[config.mk]
export PLATFORM = sky130hd
export DESIGN_NAME = control_sequencer
export DESIGN_NICKNAME = d
export VERILOG_FILES = /design/src/rtl/control_sequencer.sv
export SDC_FILE = /design/constraint.sdc
export NUM_CORES = 1
export LEC_CHECK = 0
export CORE_ASPECT_RATIO = 0.9
export CORE_MARGIN = 3
export CORE_UTILIZATION = 36
export CTS_BUF_LIST = sky130_fd_sc_hd__clkbuf_4
export DETAILED_ROUTE_END_ITERATION = 7
export PLACE_DENSITY_LB_ADDON = 0.08
export SLEW_MARGIN = 20
export SYNTH_ARGS = -nofsm -noshare
export SYNTH_HDL_FRONTEND = slang
export SYNTH_SLANG_ARGS = --single-unit
export TNS_END_PERCENT = 30
[constraint.sdc]
create_clock -name clock -period 2.5 [get_ports clock]
set_input_delay 0.5 -clock clock [delete_from_list [all_inputs] [get_ports clock]]
set_output_delay 0.5 -clock clock [all_outputs]
set_load 0.005 [all_outputs]
[src/rtl/control_sequencer.sv]
// Hardwired fetch/decode/execute sequencer for the datapath: one T-state per clock,
// Moore outputs decoded from the state register and the IR opcode.
module control_sequencer #(
  parameter int MEM_WAIT = 0
) (
  input  logic        clock,
  input  logic        clear,
  input  logic [31:0] ir,
  input  logic        stop,
  output logic        PCout,
  output logic        PCin,
  output logic        IncPC,
  output logic        MARin,
  output logic        MDRin,
  output logic        MDRout,
  output logic        Read,
  output logic        Write,
  output logic        IRin,
  output logic        Yin,
  output logic        ZLowIn,
  output logic        ZLowOut,
  output logic        Gra,
  output logic        Grb,
  output logic        Grc,
  output logic        Rin,
  output logic        Rout,
  output logic        BAout,
  output logic        Cout,
  output logic [4:0]  alu_op,
  output logic        run
);

  typedef enum logic [3:0] {
    S_RESET, S_T0, S_T1, S_T2, S_T3, S_T4, S_T5, S_T6, S_T7, S_WAIT, S_HALT
  } state_t;

  typedef enum logic [3:0] {
    C_RR, C_IMM, C_UNARY, C_LD, C_LDI, C_ST, C_NOP, C_HALT, C_ILLEGAL
  } op_class_t;

  localparam logic [4:0] ALU_ADD   = 5'b00011;
  localparam logic [1:0] WAIT_LOAD = (MEM_WAIT > 0) ? 2'(MEM_WAIT - 1) : 2'd0;

  state_t     state;
  state_t     wait_ret;
  logic [1:0] wait_cnt;
  logic [4:0] opcode;
  op_class_t  op_class;

  assign opcode = ir[31:27];

  // Only the opcode field steers sequencing; operand fields belong to the datapath.
  logic unused_ir_bits;
  assign unused_ir_bits = ^ir[26:0];

  function automatic op_class_t decode_op(input logic [4:0] op);
    if (op inside {[5'b00011:5'b01011]})      return C_RR;
    else if (op inside {[5'b01100:5'b01110]}) return C_IMM;
    else if (op inside {5'b10001, 5'b10010})  return C_UNARY;
    else if (op == 5'b00000)                  return C_LD;
    else if (op == 5'b00001)                  return C_LDI;
    else if (op == 5'b00010)                  return C_ST;
    else if (op == 5'b11010)                  return C_NOP;
    else if (op == 5'b11011)                  return C_HALT;
    else                                      return C_ILLEGAL;
  endfunction

  assign op_class = decode_op(opcode);

  // NOTE: state registers use non-blocking assignments so every flop samples
  // pre-edge values, regardless of statement order inside the block.
  always_ff @(posedge clock) begin
    if (clear) begin
      state    <= S_RESET;
      wait_cnt <= 2'd0;
      wait_ret <= S_T2;
    end else begin
      unique case (state)
        S_RESET: state <= S_T0;
        S_T0:    state <= S_T1;
        S_T1: begin
          if (MEM_WAIT > 0) begin
            state    <= S_WAIT;
            wait_cnt <= WAIT_LOAD;
            wait_ret <= S_T2;
          end else begin
            state <= S_T2;
          end
        end
        S_WAIT: begin
          if (wait_cnt == 2'd0) state <= wait_ret;
          else                  wait_cnt <= wait_cnt - 2'd1;
        end
        S_T2: begin
          unique case (op_class)
            C_NOP:             state <= stop ? S_HALT : S_T0;
            C_HALT, C_ILLEGAL: state <= S_HALT;
            default:           state <= S_T3;
          endcase
        end
        S_T3: state <= S_T4;
        S_T4: begin
          if (op_class == C_UNARY) state <= stop ? S_HALT : S_T0;
          else                     state <= S_T5;
        end
        S_T5: begin
          if (op_class inside {C_LD, C_ST}) state <= S_T6;
          else                              state <= stop ? S_HALT : S_T0;
        end
        S_T6: begin
          // Only a load reads memory here; a store drives MDR from the bus.
          if (MEM_WAIT > 0 && op_class == C_LD) begin
            state    <= S_WAIT;
            wait_cnt <= WAIT_LOAD;
            wait_ret <= S_T7;
          end else begin
            state <= S_T7;
          end
        end
        S_T7:   state <= stop ? S_HALT : S_T0;
        S_HALT: state <= S_HALT;
        default: state <= S_HALT;
      endcase
    end
  end

  // NOTE: every output gets a default before the case so no latch is inferred.
  always_comb begin
    PCout = 1'b0; PCin = 1'b0; IncPC = 1'b0; MARin = 1'b0; MDRin = 1'b0;
    MDRout = 1'b0; Read = 1'b0; Write = 1'b0; IRin = 1'b0; Yin = 1'b0;
    ZLowIn = 1'b0; ZLowOut = 1'b0; Gra = 1'b0; Grb = 1'b0; Grc = 1'b0;
    Rin = 1'b0; Rout = 1'b0; BAout = 1'b0; Cout = 1'b0;
    alu_op = 5'b00000;
    run    = 1'b1;

    unique case (state)
      S_RESET: ;
      S_T0: begin
        PCout = 1'b1; MARin = 1'b1; IncPC = 1'b1; ZLowIn = 1'b1;
      end
      S_T1: begin
        ZLowOut = 1'b1; PCin = 1'b1; Read = 1'b1; MDRin = 1'b1;
      end
      S_WAIT: begin
        Read = 1'b1; MDRin = 1'b1;
      end
      S_T2: begin
        MDRout = 1'b1; IRin = 1'b1;
      end
      S_T3: begin
        Grb = 1'b1;
        unique case (op_class)
          C_RR, C_IMM: begin Rout = 1'b1; Yin = 1'b1; end
          C_UNARY:     begin Rout = 1'b1; ZLowIn = 1'b1; alu_op = opcode; end
          C_LD, C_LDI, C_ST: begin BAout = 1'b1; Yin = 1'b1; end
          default: Grb = 1'b0;
        endcase
      end
      S_T4: begin
        unique case (op_class)
          C_RR:    begin Grc = 1'b1; Rout = 1'b1; ZLowIn = 1'b1; alu_op = opcode; end
          C_IMM:   begin Cout = 1'b1; ZLowIn = 1'b1; alu_op = opcode; end
          C_UNARY: begin ZLowOut = 1'b1; Gra = 1'b1; Rin = 1'b1; end
          C_LD, C_LDI, C_ST: begin Cout = 1'b1; ZLowIn = 1'b1; alu_op = ALU_ADD; end
          default: ;
        endcase
      end
      S_T5: begin
        unique case (op_class)
          C_RR, C_IMM, C_LDI: begin ZLowOut = 1'b1; Gra = 1'b1; Rin = 1'b1; end
          C_LD, C_ST:         begin ZLowOut = 1'b1; MARin = 1'b1; end
          default: ;
        endcase
      end
      S_T6: begin
        if (op_class == C_LD) begin
          Read = 1'b1; MDRin = 1'b1;
        end else if (op_class == C_ST) begin
          Gra = 1'b1; Rout = 1'b1; MDRin = 1'b1;
        end
      end
      S_T7: begin
        if (op_class == C_LD) begin
          MDRout = 1'b1; Gra = 1'b1; Rin = 1'b1;
        end else if (op_class == C_ST) begin
          Write = 1'b1;
        end
      end
      S_HALT: run = 1'b0;
      default: run = 1'b0;
    endcase
  end

endmodule

Word level (Yosys, flattened, before mapping)
Cells that the tools add are included.
{ "word_totals": {"inputBits": 35, "regBits": 6, "elab_cells": 101, "out_inout_bits": 25} }
{ "classes": {"n_lt_le_gt_ge": 4, "n_eq_ne": 24, "n_addsub": 1, "reduce_logical": 20, "n_mux": 49, "bitwise": 1} }
{ "op_table": {"columns": ["op", "count"], "rows": [
  ["$mux W4", 12],
  ["$pmux W4 S10", 1],
  ["$eq A4 B3 Y1 const B", 8],
  ["$mux W1", 23],
  ["$eq A5 B5 Y1 const B", 4],
  ["$pmux W5 S2", 2],
  ["$eq A4 B2 Y1 const B", 4],
  ["$eq A4 B4 Y1 const B", 3],
  ["$pmux W1 S3", 4],
  ["$le A5 B4 Y1 const B", 2],
  ["$reduce_or A10 Y1", 1],
  ["$reduce_or A3 Y1", 3],
  ["$eq A4 B1 Y1 const B", 2],
  ["$logic_not A4 Y1", 2],
  ["$pmux W1 S2", 4],
  ["$pmux W4 S2", 1],
  ["$reduce_or A2 Y1", 4],
  ["$reduce_or A6 Y1", 1],
  ["$eq A5 B1 Y1 const B", 1],
  ["$eq A5 B2 Y1 const B", 1],
  ["$ge A5 B2 Y1 const B", 1],
  ["$ge A5 B4 Y1 const B", 1],
  ["$logic_not A5 Y1", 1],
  ["$mux W5", 1],
  ["10 further kinds", 12]
]} }

Longest topological paths before layout
Gate-level depths: netlist of the first run.
{ "depth": {"depth_word": 13, "mapped_depth": 5, "depth_no_buf": 5} }

Least setup slack after synthesis of the first run
OpenSTA, ideal clock, no wires.
{ "synth_timing": {"path_type": "in2out", "startpoint": "input ir[27]", "endpoint": "output Gra", "t_required_ns": 2.000, "stages": 4, "n_path_buf": 1, "t_arrival_ns": 1.737, "setup_slack_ns": 0.263, "path_cell_list": "buf_6 > or4_4 > or3_2 > nand4_1"} }
{ "synth_between": {"elab_chain_len": 13} }
{ "synth_lines": {"columns": ["item", "line_no", "text"], "rows": [
  ["start: declaration", "8", "input logic [31:0] ir,"],
  ["$eq A5 B5 Y1", "64", "else if (op == 5'b11011) return C_HALT;"],
  ["$mux W4", "64", null],
  ["$mux W4", "63", "else if (op == 5'b11010) return C_NOP;"],
  ["$mux W4", "62", "else if (op == 5'b00010) return C_ST;"],
  ["$mux W4", "61", "else if (op == 5'b00001) return C_LDI;"],
  ["$mux W4", "60", "else if (op == 5'b00000) return C_LD;"],
  ["$mux W4", "59", "else if (op inside {5'b10001, 5'b10010}) return C_UNARY;"],
  ["$mux W4", "58", "else if (op inside {[5'b01100:5'b01110]}) return C_IMM;"],
  ["$mux W4 (*)", "57", "if (op inside {[5'b00011:5'b01011]}) return C_RR;"],
  ["$eq A4 B1 Y1 (tied with other cells)", "169", "unique case (op_class)"],
  ["$reduce_or A3 Y1 / $mux W1 (equally long branches)", null, null],
  ["$mux W1, on equally long branches", "169, 176", null],
  ["$pmux W1 S4 (*)", "136", "unique case (state)"],
  ["end: declaration", "22", "output logic Gra,"]
]} }
Mark *: on every way between the ends. The rest lies on a longest branch, timed or not.

Final worst setup path of the first run
{ "layout_timing": {"startpoint": "register state[0]", "endpoint": "output ZLowIn"} }
{ "layout_between": {"elab_chain_len": 2} }
{ "layout_lines": {"columns": ["item", "line_no", "text"], "rows": [
  ["start: declaration", "44", "state_t state;"],
  ["start signal: assignment", "91", "if (wait_cnt == 2'd0) state <= wait_ret;"],
  ["start signal: assignment", "96", "C_NOP: state <= stop ? S_HALT : S_T0;"],
  ["start signal: assignment", "103", "if (op_class == C_UNARY) state <= stop ? S_HALT : S_T0;"],
  ["$eq A4 B3 Y1 / $eq A4 B1 Y1 (equally long branches)", "136", null],
  ["$pmux W1 S3 (*)", "136", null],
  ["end: declaration", "20", "output logic ZLowIn,"]
]} }
Marked as above.

==> results of run 1 <==
cell usage in the layout (no fill, tap or decap), types with 3 or more instances in the layout:
master           netlist  layout
buf_4                  1      43
nor2_1                14      13
clkdlybuf4s50_1        0      11
buf_2                  1      11
nand3_1               10       9
inv_1                  8       8
nand2_1                7       7
nand2b_1               5       5
o21ai_0                6       5
dlygate4sd2_1          0       5
buf_6                  2       5
dfxtp_1                6       5
a21oi_1                4       4
dlymetal6s2s_1         0       4
nor3_1                 4       3
or3_4                  0       3
a21o_1                 3       3
nor2b_1                4       3
and2_1                 3       3
a31oi_1                3       3
clkbuf_4               0       3
worst reg2reg max path, stage by stage, from the launching register on:
cell and delay (ns):
dfxtp_1 0.31, nand4bb_4 0.27, or4b_4 0.53, buf_4 0.17, buf_4 0.13, a31o_2 0.22
a31oi_1 0.15
worst paths after layout:
kind,endpoint,slack (ns),depth (start not counted),from
worst max register to register,state[3]$_SDFFE_PP0N_,0.65,6,state[3]$_SDFFE_PP0N_
worst max-delay path,ZLowIn,0.002,8,state[0]$_SDFFE_PP0N_
worst min register to register,wait_cnt[1]$_SDFFE_PP0P_,0.50,2,wait_cnt[1]$_SDFFE_PP0P_
worst min-delay path,wait_cnt[1]$_SDFFE_PP0P_,0.50,2,wait_cnt[1]$_SDFFE_PP0P_
flip-flops by register name (all words and copies together), names as in the netlist:
signal / count
state: 4
wait_cnt: 2
cells in the mapped netlist, types with 2 or more instances:
cell / number
nor2_1: 14
nand3_1: 10
inv_1: 8
nand2_1: 7
clkbuf_1: 6
dfxtp_1: 6
o21ai_0: 6
nand2b_1: 5
a21oi_1: 4
nor2b_1: 4
nor3_1: 4
or3_1: 4
a21o_1: 3
a31oi_1: 3
and2_1: 3
a311oi_1: 2
buf_6: 2
o31ai_1: 2
per-stage QoR:
| step | setup TNS (ns) | area, um2 | instances |
|---|---|---|---|
| floorplan | 0 | 872.1 | 126 |
| global placement | -9.077 | 1446 | 212 |
| detailed placement | -9.882 | 1446 | 212 |
| CTS | -0.1738 | 1562 | 223 |
| global route | -0.1982 | 1630 | 226 |
| finish | 0 | 1630 | 226 |
timing repair:
| action | CTS | global route |
|---|---|---|
| resized for setup | 66 | 17 |
| endpoints found under the setup margin | 20 | 15 |
| hold buffers | 0 | 0 |
| buffers inserted | 8 | 3 |
| pin swaps | 5 | 3 |
power by group:
group | switching (uW) | internal (uW)
Clock | 35.2 | 54.3
Sequential | 4.68 | 101
Combinational | 102 | 112
metal layers:
layer  wire, um  track usage (%)
met1       1400            29.93
met4         66            6.564
met5          0                0
met3        313            5.911
met2       1653            38.72
logic make-up after synthesis:
group,after synthesis,synth area share (%)
XOR/XNOR,2,2.009
buffers and inverters,18,10.04
flip-flops,6,13.77
adder cells (fa/ha/maj),1,1.434
AND/OR/NAND/NOR,67,45.34
AO/OA/AOI/OAI,32,27.40
layout make-up:
cell class / count / area, um2 / area share (%)
clock buffer: 3 / 22.52 / 1.381
multi-input combinational: 102 / 774.5 / 47.51
inverter: 8 / 30.03 / 1.842
tap: 27 / 33.78 / 2.072
sequential: 6 / 121.4 / 7.444
timing repair buffer: 80 / 648.1 / 39.75
==> reports/metrics.cfg, run 1 <==
[status]
status = complete, no violations

[worst_setup_path]
crit_buf_inv = 5
startpoint_type = register
cp.required_ns = 2.00
end_kind = output pin
path_cells = buf_6 -> inv_1 -> nand3_2 -> o32ai_2 -> buf_4 -> buf_4 -> or3_1 -> dlygate4sd2_1
cp_max_fo = 14
critPathMaxStageDelay_ns = 0.38
cpMostUsedCell = buf_4
path_delay_family = buffers and inverters
cp.arrival_ns = 2.00
crit_slowest_cell = dfxtp_1
worstSetupPathType = register to output pin

[synthesis]
synth.distinct_cells = 51
synth-async-reset-ratio_pct = 0
netlist_area_um2 = 872.1
ys_ff_latch = 6
synthFlopType = dfxtp_1
yosysWarnings = 0
synth.largest_area_cell = dfxtp_1
synth_edf_count = 0
synth_nets = 162
synth_cells = 126
yosysSeqAreaShare_pct = 13.77
avgSynthCellArea_um2 = 6.921
synth_top_area_share_pct = 13.77
synth_area_leaders = dfxtp_1 14%, nor2_1 6.0%, nand3_1 5.7%, nand2b_1 3.6%, o21ai_0 3.4%

[route]
antenna_left = 0
drtPass1Iterations = 4
drtIter0Drc = 45
vias = 1281
drcViolationCount = 0
vias_per_cell = 5.668
drt-total-wl_um = 3434
wl_per_cell_um = 15.19

[timing]
maxSlewViolCount = 0
rsz0062_at_grt = yes
fmax_mhz = 400.4
fin_skew_ns = 0.0005557
tightest_slew_ns = 0.5168
setup_viol = 0
fin_crit_ns = 2.498
slew_headroom_pct = 65.46
post-route-period-util_pct = 99.91
hold_ws_ns = 0.4980
setup_slack_ns = 0.002220
hold_viol = 0

[worst_hold_path]
hp-class = register to register

[place]
pre_cts_ws_ns = -0.6970
portBuffers = 32
dpl.hpwl_um = 2495
gp_congestion = 0.8908

[global_route]
antenna_found_initial = 0
globalRouteOverflowTotal = 0
grt_max_degree = 15
grt_usage_pct = 23.41
grt_pass1_wl_um = 5547
grt_pass1_vias = 1201

[cells_and_area]
fillers = 178
final_util_pct = 72.71
synthToLayoutAreaGrowth_pct = 86.94
nets = 237
final_layout_size_suffix_gt1_share_pct = 44.22
diodes = 0

[job]
max-cap-violations = 0

[floorplanning]
die_x_um = 57.88
die_h_um = 52.69
dieArea_um2 = 3050
core-area_um2 = 2242
io_pins = 60
initial_utilization_pct = 38.90
rows = 16

[clock_network]
cts_tree = yes
cts_num_sinks = 6
clk_latency_ns = 0.25
clk_pin_slew_ns = 0.04
clockBufferDepth = 2
cts_made_buffers = 3
htree_levels = 1
cts-root-buf = clkbuf_4

[power_and_ir_drop]
power_uw = 409.7
vdd_drop_max_uv = 376.9
power.density_nw_per_um2 = 251.3
leakage_uw = 0.0008088

(Power assumes the default switching activity.)
==> run 2: changes to the inputs <==
--- a/config.mk
+++ b/config.mk
@@ -7,9 +7,10 @@
 export LEC_CHECK = 0
 export CORE_ASPECT_RATIO = 0.9
 export CORE_MARGIN = 3
-export CORE_UTILIZATION = 36
+export CORE_UTILIZATION = 55
 export CTS_BUF_LIST = sky130_fd_sc_hd__clkbuf_4
 export DETAILED_ROUTE_END_ITERATION = 7
+export DONT_BUFFER_PORTS = 1
 export PLACE_DENSITY_LB_ADDON = 0.08
 export SLEW_MARGIN = 20
 export SYNTH_ARGS = -nofsm -noshare
==> reports/metrics.cfg, run 2 (synthesis results as in run 1) <==
[timing]
slew_headroom_pct = 58.75
fmax_mhz = 421.3
post-route-period-util_pct = 94.95
setup_viol = 0
tightest_slew_ns = 0.6032
rsz0062_at_grt = no
tns_ns = 0
fin_skew_ns = 0.0002585
hold_viol = 0
fin_crit_ns = 2.374
setup_slack_ns = 0.1261
maxSlewViolCount = 0

[cells_and_area]
final_layout_size_suffix_gt1_share_pct = 16.94
diodes = 0
synthToLayoutAreaGrowth_pct = 3.156
layout_commonest_cell = nor2_1
final_cell_mix = 14 x nor2_1, 10 x nand3_1, 8 x inv_1
nets = 162
largest-register = state
largest_register_ffs = 4
design_area_um2 = 899.6
biggestRegsByFlops = state x4, wait_cnt x2

[power_and_ir_drop]
p_switching_uw = 98.60
comb_power_share_pct = 35.8
pwr-share-clk_pct = 28.8
p_sw_share_pct = 33.04
power_frac_seq_pct = 35.4
vdd_drop_max_uv = 353.7
power.internal_uw = 199.8
leakage_uw = 0.0003627
power.density_nw_per_um2 = 331.7

[worst_setup_path]
cp_max_fo = 11
reg2reg_from = state[3]$_SDFFE_PP0N_
r2r_end = state[3]$_SDFFE_PP0N_
cp.required_ns = 2.00
worstSetupPathType = register to output pin
reg2regPathDepth = 5
end_kind = output pin
cp.arrival_ns = 1.87
startpoint_type = register
r2r_slack_ns = 0.50

[global_route]
grt_max_degree = 17
grt_pass1_wl_um = 3774
globalRouteOverflowTotal = 0
grt_pass1_vias = 823
antenna_found_initial = 0
grt_usage_pct = 24.32

[route]
vias = 975
drcViolationCount = 0
antenna_left = 0
drtIter0Drc = 51
drt-total-wl_um = 2418
drtPass1Iterations = 4
wl_per_cell_um = 17.52
vias_per_cell = 7.065

[clock_network]
cts_tree = yes
clk_pin_slew_ns = 0.04
cts_num_sinks = 6
clk_latency_ns = 0.24
postCtsResizedCells = 0
cts_hold_buf = 0
postCtsSetupBuffers = 0
cts_made_buffers = 3
clockBufferDepth = 2
htree_levels = 1
cts-root-buf = clkbuf_4

[worst_hold_path]
hp-class = input pin to register
min_delay_path_depth = 1
holdPathEnd = state[1]$_SDFFE_PP0N_
hp-start = clear

[floorplanning]
die_h_um = 43.78
io_pins = 60
initial_utilization_pct = 64.54
core-area_um2 = 1351
dieArea_um2 = 2100
rows = 12
die_x_um = 47.98

[place]
gp_congestion = 0.8732
place_area_um2 = 869.6
portBuffers = 0
pre_cts_ws_ns = 0.3144
dpl.hpwl_um = 1864

[job]
max-cap-violations = 0

[status]
status = complete, no violations

-- run 2: cell types whose count changed in the layout (fill, tap and decap cells not counted), moves of 3 or more --
cell             before  now
buf_2                11    0
dlygate4sd2_1         5    0
dlymetal6s2s_1        4    0
buf_6                 5    0
buf_4                43    5
or3_4                 3    0
clkdlybuf4s50_1      11    0
-- run 2: final cells by class --
cell class / instances / area (um2)
multi-input combinational: 102 / 671.9
fill: 125 / 451.7
tap: 14 / 17.52
sequential: 6 / 120.1
timing repair buffer: 5 / 37.54
inverter: 8 / 30.03
clock buffer: 3 / 22.52
-- run 2: routing by layer --
| metal | global-route usage [%] | wire length, um |
|---|---|---|
| met1 | 36.43 | 1110 |
| met2 | 34.83 | 1085 |
| met3 | 6.639 | 216 |
| met4 | 3.763 | 5 |
| met5 | 0 | 0 |
-- run 2: power groups by stage --
stage	registers [uW]	logic, uW	clock network [uW]
floorplan	106	93.1	0
finish	106	107	85.9
detailed placement	107	104	0
CTS	106	104	88.1
global route	106	118	95.7
global placement	107	101	0
-- run 2: critical path: stages, from the launching register on --
cell and delay (ns):
dfxtp_1 0.31, buf_4 0.17, nand4bb_1 0.39, or4b_4 0.63, nand4_1 0.14
-- run 2: how the worst max path moves through the flow --
stage / start / to / slack [ns] / depth (start not counted)
2_1_floorplan: ir[27] / Gra / 0.26 / 4
3_3_place_gp: ir[31] / Gra / 0.32 / 3
3_5_place_dp: ir[31] / Gra / 0.31 / 3
4_1_cts: state[3]$_SDFFE_PP0N_ / alu_op[2] / 0.08 / 4
5_1_grt: state[2]$_SDFFE_PP0N_ / Rout / 0.01 / 4
6_report: state[3]$_SDFFE_PP0N_ / Gra / 0.13 / 4
-- run 2: stage by stage --
step / hold slack (ns) / instances / power (uW) / utilization, %
finish: 0.3263 / 138 / 298.4 / 66.57
detailed placement: 0.4883 / 135 / 210.8 / 64.35
floorplan: 0.4729 / 126 / 199.6 / -
global placement: 0.4827 / 135 / 207.6 / 64.35
global route: 0.3177 / 138 / 320.1 / 66.57
CTS: 0.3233 / 138 / 297.8 / 66.02
